## src/rtl/hazard_scoreboard_if.sv

```systemverilog
// Decode/writeback handshake bundle between the pipeline and the hazard scoreboard.
interface hazard_scoreboard_if #(
    parameter int REG_ADDR_W = 5,
    parameter int CNT_W      = 4
) ();
    localparam int NREG = 2 ** REG_ADDR_W;

    logic                  issue_valid;
    logic [REG_ADDR_W-1:0] issue_rd;
    logic [CNT_W-1:0]      issue_lat;
    logic [REG_ADDR_W-1:0] rs1_d;
    logic [REG_ADDR_W-1:0] rs2_d;
    logic                  rs1_used;
    logic                  rs2_used;
    logic                  pcsrc_e;
    logic                  wb_valid;
    logic [REG_ADDR_W-1:0] wb_rd;
    logic                  stall_f;
    logic                  stall_d;
    logic                  flush_d;
    logic                  flush_e;
    logic [NREG-1:0]       pending_mask;

    modport master (
        output issue_valid, issue_rd, issue_lat,
        output rs1_d, rs2_d, rs1_used, rs2_used,
        output pcsrc_e, wb_valid, wb_rd,
        input  stall_f, stall_d, flush_d, flush_e,
        input  pending_mask
    );

    modport slave (
        input  issue_valid, issue_rd, issue_lat,
        input  rs1_d, rs2_d, rs1_used, rs2_used,
        input  pcsrc_e, wb_valid, wb_rd,
        output stall_f, stall_d, flush_d, flush_e,
        output pending_mask
    );
endinterface

```

## src/rtl/hazard_scoreboard.sv

```systemverilog
// Per-register latency scoreboard generating stall/flush controls.
// Optional HAZARD_STALL_COUNT_EN adds a saturating stall_cycles counter.
module hazard_scoreboard #(
    parameter int REG_ADDR_W = 5,
    parameter int CNT_W      = 4
) (
    input  logic               clk,
    input  logic               reset,
    hazard_scoreboard_if.slave sb
`ifdef HAZARD_STALL_COUNT_EN
    ,
    output logic [31:0]        stall_cycles
`endif
);
    localparam int NREG = 2 ** REG_ADDR_W;
    localparam logic [CNT_W-1:0] LAT_UNK = '1;

    logic [CNT_W-1:0] cnt [NREG];
    logic             rs1_hit;
    logic             rs2_hit;
    logic             rd_hit;
    logic             hazard;
    logic             accept;
    logic             stall;

    always_comb begin
        rs1_hit = sb.rs1_used && (sb.rs1_d != '0)
                  && (cnt[sb.rs1_d] != '0);
        rs2_hit = sb.rs2_used && (sb.rs2_d != '0)
                  && (cnt[sb.rs2_d] != '0);
        rd_hit  = (sb.issue_rd != '0)
                  && (cnt[sb.issue_rd] != '0);
        hazard  = sb.issue_valid
                  && (rs1_hit || rs2_hit || rd_hit);
        accept  = sb.issue_valid && !hazard
                  && !sb.pcsrc_e;
        stall   = hazard && !sb.pcsrc_e;
    end

    assign sb.stall_f = stall;
    assign sb.stall_d = stall;
    assign sb.flush_d = sb.pcsrc_e;
    assign sb.flush_e = sb.pcsrc_e || hazard;

    // Priority: reset, accepted issue, writeback, countdown.
    always_ff @(posedge clk) begin
        for (int i = 0; i < NREG; i++) begin
            if (reset || i == 0) begin
                cnt[i] <= '0;
            end else if (accept
                && sb.issue_rd == REG_ADDR_W'(i)) begin
                cnt[i] <= sb.issue_lat;
            end else if (sb.wb_valid
                && sb.wb_rd == REG_ADDR_W'(i)) begin
                cnt[i] <= '0;
            end else if (cnt[i] != '0
                && cnt[i] != LAT_UNK) begin
                cnt[i] <= cnt[i] - CNT_W'(1);
            end
        end
    end

    always_comb begin
        sb.pending_mask = '0;
        for (int i = 0; i < NREG; i++) begin
            sb.pending_mask[i] = (cnt[i] != '0);
        end
    end

`ifdef HAZARD_STALL_COUNT_EN
    logic [31:0] stall_cnt;

    always_ff @(posedge clk) begin
        if (reset) begin
            stall_cnt <= '0;
        end else if (stall && stall_cnt != '1) begin
            stall_cnt <= stall_cnt + 32'd1;
        end
    end

    assign stall_cycles = stall_cnt;
`endif
endmodule

```

## src/flat_wrapper.sv

```systemverilog
// flat-port wrapper written by rule: the top's interface ports become plain ports
module hazard_scoreboard_flat 
#(
    parameter int REG_ADDR_W = 5,
    parameter int CNT_W      = 4
)
  (clk, reset, sb_issue_valid, sb_issue_rd, sb_issue_lat, sb_rs1_d, sb_rs2_d, sb_rs1_used, sb_rs2_used, sb_pcsrc_e, sb_wb_valid, sb_wb_rd, sb_stall_f, sb_stall_d, sb_flush_d, sb_flush_e, sb_pending_mask);
  hazard_scoreboard_if #(.REG_ADDR_W(REG_ADDR_W), .CNT_W(CNT_W)) sb_i ();
  input  logic clk;
  input  logic reset;
  input wire logic [$bits(sb_i.issue_valid)-1:0] sb_issue_valid;
  input wire logic [$bits(sb_i.issue_rd)-1:0] sb_issue_rd;
  input wire logic [$bits(sb_i.issue_lat)-1:0] sb_issue_lat;
  input wire logic [$bits(sb_i.rs1_d)-1:0] sb_rs1_d;
  input wire logic [$bits(sb_i.rs2_d)-1:0] sb_rs2_d;
  input wire logic [$bits(sb_i.rs1_used)-1:0] sb_rs1_used;
  input wire logic [$bits(sb_i.rs2_used)-1:0] sb_rs2_used;
  input wire logic [$bits(sb_i.pcsrc_e)-1:0] sb_pcsrc_e;
  input wire logic [$bits(sb_i.wb_valid)-1:0] sb_wb_valid;
  input wire logic [$bits(sb_i.wb_rd)-1:0] sb_wb_rd;
  output wire logic [$bits(sb_i.stall_f)-1:0] sb_stall_f;
  output wire logic [$bits(sb_i.stall_d)-1:0] sb_stall_d;
  output wire logic [$bits(sb_i.flush_d)-1:0] sb_flush_d;
  output wire logic [$bits(sb_i.flush_e)-1:0] sb_flush_e;
  output wire logic [$bits(sb_i.pending_mask)-1:0] sb_pending_mask;
  assign sb_i.issue_valid = sb_issue_valid;
  assign sb_i.issue_rd = sb_issue_rd;
  assign sb_i.issue_lat = sb_issue_lat;
  assign sb_i.rs1_d = sb_rs1_d;
  assign sb_i.rs2_d = sb_rs2_d;
  assign sb_i.rs1_used = sb_rs1_used;
  assign sb_i.rs2_used = sb_rs2_used;
  assign sb_i.pcsrc_e = sb_pcsrc_e;
  assign sb_i.wb_valid = sb_wb_valid;
  assign sb_i.wb_rd = sb_wb_rd;
  assign sb_stall_f = sb_i.stall_f;
  assign sb_stall_d = sb_i.stall_d;
  assign sb_flush_d = sb_i.flush_d;
  assign sb_flush_e = sb_i.flush_e;
  assign sb_pending_mask = sb_i.pending_mask;
  hazard_scoreboard #(.REG_ADDR_W(REG_ADDR_W), .CNT_W(CNT_W)) u_core (.clk(clk), .reset(reset), .sb(sb_i));
endmodule
```

## config.mk

```make
export PLATFORM = sky130hd
export DESIGN_NAME = hazard_scoreboard_flat
export DESIGN_NICKNAME = d
export VERILOG_FILES = /design/src/rtl/hazard_scoreboard_if.sv /design/src/rtl/hazard_scoreboard.sv /design/src/flat_wrapper.sv
export SDC_FILE = /design/constraint.sdc
export NUM_CORES = 1
export LEC_CHECK = 0
export CAP_MARGIN = 40
export CORE_MARGIN = 3
export CORE_UTILIZATION = 30
export CTS_BUF_LIST = sky130_fd_sc_hd__clkbuf_2 sky130_fd_sc_hd__clkbuf_4 sky130_fd_sc_hd__clkbuf_8
export CTS_CLUSTER_DIAMETER = 30
export DETAILED_ROUTE_END_ITERATION = 10
export PLACE_DENSITY = 0.46
export RECOVER_POWER = 25
export SETUP_SLACK_MARGIN = 0.15
export SLEW_MARGIN = 10
export SYNTH_ARGS = -nofsm -noshare
export SYNTH_HDL_FRONTEND = slang
export SYNTH_SLANG_ARGS = --single-unit
```

## constraint.sdc

```tcl
create_clock -name clk -period 9 [get_ports clk]
set_input_delay 1.8 -clock clk [delete_from_list [all_inputs] [get_ports clk]]
set_output_delay 1.8 -clock clk [all_outputs]
set_load 0.05 [all_outputs]
```

-- After elaboration in Yosys (flattened, before gate mapping)
Memory sizes are Yosys's and may differ from the RTL's.
Cells that the tools add are included.
- register bits: 0
- RAM bits: 128
- output and inout bits: 36
- logic and storage cells: 830
- memories: 1
- memory list (memory ; depth ; width ; read ports ; clocked after memory_dff ; wr ports ; line ; text):
    u_core.cnt ; 32 ; 4 ; 35 ; 0 ; 32 ; hazard_scoreboard.sv:18 ; logic [CNT_W-1:0] cnt [NREG];
- add/subtract/negate cells: 31
- eq/ne operators: 93
- multiplexer cells: 467
- bitwise logic cells: 93
- reduce and logical (&&, ||, !) cells: 145
- operator list (operator ; count):
    2-to-1 mux 1 bit ; 374
    2-to-1 mux 4 bit ; 93
    equality test 5 bit, second input constant ; 32
    nonzero test 4 bit ; 35
    != test 4 bit, second input constant ; 31
    subtractor 4 x 1 -> 4 bit, second input constant ; 31
    logical AND 1 bit ; 102
    OR 1 bit ; 93
    equality test 5 x 4 -> 1 bit, second input constant ; 16
    equality test 5 x 3 -> 1 bit, second input constant ; 8
    equality test 5 x 2 -> 1 bit, second input constant ; 4
    nonzero test 5 bit ; 3
    equality test 5 x 1 -> 1 bit, second input constant ; 2
    logical OR 1 bit ; 3
    logical NOT 1 bit ; 2

-- Depth between registers and ports, before layout
- word-level depth: 16
- mapped depth: 11
- gate-level depth less buffers: 8

-- Worst setup path before layout
Ideal clock, no wire load.
- path type: input-to-output
- start: input port sb_issue_rd[1]
- end: output port sb_stall_f
- arrival: 4.731 ns
- setup slack: 2.469 ns
- stages on the path: 10
- buffers on the path: 4
- path through: buf_4 or4b_2 clkbuf_1 o22ai_1 nor3_1 o311ai_1 nand2_1 buf_2 a31oi_1 buf_4
- cells in the longest elaborated chain, start to end: 6
- elaborated cells on any way between the ends: 7
- RTL lines (element ; line ; text):
    start: declaration ; flat_wrapper.sv:12 ; input wire logic [$bits(sb_i.issue_rd)-1:0] sb_issue_rd;
    memory read (32 x 4 bit) ; - ;
    nonzero test 4 bit ; hazard_scoreboard.sv:32 ; && (cnt[sb.issue_rd] != '0);
    logical AND 1 bit * ; hazard_scoreboard.sv:32 ;
    logical OR 1 bit * ; hazard_scoreboard.sv:34 ; && (rs1_hit || rs2_hit || rd_hit);
    logical AND 1 bit * ; hazard_scoreboard.sv:34 ;
    logical AND 1 bit * ; hazard_scoreboard.sv:37 ; stall = hazard && !sb.pcsrc_e;
    end: declaration ; flat_wrapper.sv:21 ; output wire logic [$bits(sb_i.stall_f)-1:0] sb_stall_f;
Mark *: on every way between the ends. The rest lies on a longest branch, timed or not.

-- Final worst setup path
- start: input port sb_rs1_d[0]
- end: output port sb_stall_d
- cells in the longest elaborated chain, start to end: 7
- elaborated cells on any way between the ends: 9
- RTL lines (element ; line ; text):
    start: declaration ; flat_wrapper.sv:14 ; input wire logic [$bits(sb_i.rs1_d)-1:0] sb_rs1_d;
    memory read (32 x 4 bit) / nonzero test 5 bit (equally long branches) ; - ;
    nonzero test 4 bit / logical AND 1 bit (equally long branches) ; hazard_scoreboard.sv:28, hazard_scoreboard.sv:27 ;
    logical AND 1 bit * ; hazard_scoreboard.sv:28 ; && (cnt[sb.rs1_d] != '0);
    logical OR 1 bit * (2 in series) ; hazard_scoreboard.sv:34 ;
    logical AND 1 bit * ; hazard_scoreboard.sv:34 ;
    logical AND 1 bit * ; hazard_scoreboard.sv:37 ;
    end: declaration ; flat_wrapper.sv:22 ; output wire logic [$bits(sb_i.stall_d)-1:0] sb_stall_d;
Marks and branches as above.

==> flow_results.org <==
** Floorplan
- Floorplan die area :: 0.0366 mm²
- The floorplan step defined a core boundary enclosing 0.0337 mm².
- The floorplan has 67 rows.
- Starting density of the core :: 0.305
- Die Height :: 191 µm
- Die W :: 191 µm
- For this design the top-level I/O count stands at 67.

** Place
- Number of input and output port buffers inserted :: 65
- Post-Place Cells :: 1572
- The placed instances occupy a cell area of 0.0115 mm².
- Routability congestion estimate :: 0.873
- After legalization and detailed placement, the total HPWL measured 24500 µm.

** Logic synthesis
- Cell variety after synth :: 60
- Top cells by area in the synthesized netlist :: sky130_fd_sc_hd__edfxtp_1 36%, sky130_fd_sc_hd__mux2i_1 8.6%, sky130_fd_sc_hd__ha_1 7.5%
- During synthesis, Yosys emitted a total of 0 warnings.
- Seq/Total Area, Yosys :: 0.362
- Most numerous cell in the Yosys netlist :: sky130_fd_sc_hd__edfxtp_1
- Post-synthesis cell count :: 1082
- The synthesized design spends more area on one cell type than any other, namely sky130_fd_sc_hd__edfxtp_1.
- Top cell type's share of synthesized area :: 0.362
- Proportion of register bits with asynchronous set or reset after synthesis :: 0
- Among all flip-flop cells after synthesis, the most frequent one is sky130_fd_sc_hd__edfxtp_1.
- Synthesis produced a netlist with a net count of 1175.
- In this run the cell area of the synthesized design comes to 0.0103 mm².
- Mapped Avg Cell Area :: 9.51 µm²
- Register bit count reported by yosys :: 124
- The commonest cells after synthesis are 124 x sky130_fd_sc_hd__edfxtp_1, 108 x sky130_fd_sc_hd__nor2_1, 92 x sky130_fd_sc_hd__nand2_1, 88 x sky130_fd_sc_hd__mux2i_1, 68 x sky130_fd_sc_hd__inv_1.
- Post-synth EDFFs :: 124

** Clock network
- Once the clock tree was built, the setup fixing pass inserted 0 buffers.
- Post-cts resize count :: 0
- In this run the deepest clock path goes through 2 buffers.
- CTS clock-pin slew for the worst setup and hold paths :: 70 ps
- The clock drives 124 sinks.
- The tree is rooted in a sky130_fd_sc_hd__clkbuf_8.
- For this design, the CTS-stage hold fixing added 0 buffers.
- Insertion delay of the later-clocked pin in the worst-skew pair :: 470 ps
- Clock tree synthesis inserted a total of 17 buffers.
- TritonCTS built the clock tree.
- H-Tree Level Count :: 4

** Worst setup path
- Kind of end point of the critical path :: output pin
- In this run the worst path has a maximum fanout of 16.
- Required time of the critical path :: 7200 ps
- The worst setup path is launched from an input port.
- Crit path kind :: in -> out
- STA puts the critical path data arrival time at 5870 ps.

** Cells and area
- Share of cells above drive strength 1 :: 0.113
- After the last flow step, the layout net total stands at 1236.
- The finished cells cover 0.0118 mm².
- Ranked by flip-flop count, first place goes to u_core.cnt.
- Largest registers :: u_core.cnt: 124 flops
- Relative to the synthesized area, the layout overhead comes to 14.7%.
- At the end of the flow the core is filled with cells to 0.350.
- Non-filler cells, final :: 1604
- The register with the most flip-flops in the layout has 124 of them.

** Pwr
- For this design the ratio of total power to cell area is 335 mW/mm².
- Summed over all cells, the static leakage comes to 4.57 nW.
- Summing internal, switching and leakage power gives 0.00395 W.
- The worst-case IR drop observed on VDD is 170 µV.

** Detailed routing
- The detailed router finished its first iteration with 648 violations.
- Summing over every cut layer, the via total after detailed routing is 8491.
- In the routed layout, each cell is associated on average with a via count of 5.29.
- Router iterations before antenna repair :: 5
- Drt wl/cell :: 20.6 µm
- Summed over all layers, the routed wires come to 33100 µm.
- After detailed routing, the number of remaining DRC violations is 0.
- Antenna-violating nets left :: 0

** Hold path
- The min-delay analysis places its worst path in the category reg -> reg.

** Timing
- In the final timing run, aggregate negative setup slack is 0 ps.
- Dividing the final minimum period by the clock period gives 0.852.
- Maximum operating frequency :: 130 MHz
- The max-slew violation count is 27.
- Minimum clock period :: 7670 ps
- In this run the tightest slew margin relative to its limit is -0.143.
- Largest clock skew in the final design :: 17.9 ps
- Setup violations remaining at the end of the flow were counted as 0.
- RSZ-0062 raised after global routing :: false
- Slew at the pin closest to its max-slew limit :: 1720 ps
- The final hold violation count was 0.

** Run
- The tool flagged a number of max-cap violations equal to 1.

** Outcome
- The checks that failed: max-capacitance violations, max-slew violations.
- Result of the run :: finished, violations left

** Global route
- Largest net degree at the start of global routing :: 38
- Summed over all layers, the global routing overflow is 0.
- The initial antenna violation count is 1.
- Overall track demand over capacity in global routing :: 0.182
- Wire length of the first global-routing pass :: 50300 µm
- Via count of the first global-routing pass :: 8427
[where the power goes]
| part | internal (W) | switching [W] |
|---|---|---|
| registers | 0.00100 | 0.000276 |
| clock network | 0.000271 | 0.000238 |
| logic | 0.000836 | 0.00133 |
| total | 0.00211 | 0.00184 |
[routing by layer]
| layer | wire, µm | global-route usage | up-vias |
|---|---|---|---|
| li1 | - | - | 4124 |
| met1 | 15200 | 0.236 | 4119 |
| met2 | 15400 | 0.304 | 195 |
| met3 | 1390 | 0.0299 | 53 |
| met4 | 1060 | 0.0666 | 0 |
| met5 | 0 | 0 | - |
[stage by stage]
step	setup slack (ps)	hold WS, ps
after floorplan	2470	669
after detailed placement	1360	726
after global routing	1130	801
after CTS	1380	744
final	1330	755
after global placement	1450	723
[cell type report]
| cell class | count | area [µm²] |
|---|---|---|
| Fill cell | 3480 | 21900 |
| Multi-Input combinational cell | 838 | 6000 |
| Sequential cell | 124 | 3720 |
| Timing Repair Buffer | 94 | 886 |
| Tap cell | 448 | 561 |
| Inverter | 68 | 255 |
| Clock buffer | 19 | 249 |
| Clock inverter | 12 | 129 |
| Antenna cell | 1 | 2.50 |
[critical path, stage by stage]
cell and delay [ps]:
sky130_fd_sc_hd__dlygate4sd3_1 1110, sky130_fd_sc_hd__mux4_2 370, sky130_fd_sc_hd__nor2b_1 130, sky130_fd_sc_hd__nor3_1 50, sky130_fd_sc_hd__o311ai_0 810, sky130_fd_sc_hd__o31a_1 540, sky130_fd_sc_hd__a31oi_1 280, sky130_fd_sc_hd__clkdlybuf4s50_1 770
[logic make-up (layout without fill, tap and decap cells)]
group,count (synthesis),after routing,synth area share
simple gates,441,441,0.238
compound gates,182,182,0.120
flops,124,124,0.362
mux,121,121,0.128
buf+inv,120,193,0.0490
fa+ha+maj,62,62,0.0754
xor+xnor,31,31,0.0264
other cells,1,2,0.000364
[path summary, 6_finish.rpt]
check	startpoint	endpoint	slack [ps]	depth (start not counted)
worst max register to register	u_core.cnt[2][1]$_DFFE_PP_	u_core.cnt[18][0]$_DFFE_PP_	3800	9
worst min-delay path	u_core.cnt[19][2]$_DFFE_PP_	u_core.cnt[19][2]$_DFFE_PP_	750	2
worst min register to register	u_core.cnt[19][2]$_DFFE_PP_	u_core.cnt[19][2]$_DFFE_PP_	750	2
worst max-delay path	sb_rs1_d[0]	sb_stall_d	1330	8
[cells in the final DEF, fill, tap and decap left out, drive strengths merged, types with 14 or more instances in the layout]
master / synthesis / layout
o31a: 31 / 31
ha: 62 / 62
nor4: 35 / 35
nor3: 47 / 47
nor3b: 28 / 28
mux2: 27 / 27
nand3: 37 / 37
o211ai: 18 / 18
inv: 68 / 68
o21ai: 57 / 57
o22ai: 22 / 22
edfxtp: 124 / 124
a21oi: 18 / 18
nand2b: 20 / 20
clkbuf: 29 / 20
clkdlybuf4s50: 0 / 31
nor2: 108 / 108
mux2i: 88 / 88
xnor2: 15 / 15
dlygate4sd3: 0 / 33
buf: 23 / 22
nand2: 92 / 92
xor2: 16 / 16
and3: 14 / 14
No activity file was read; power rests on OpenSTA's default activity.
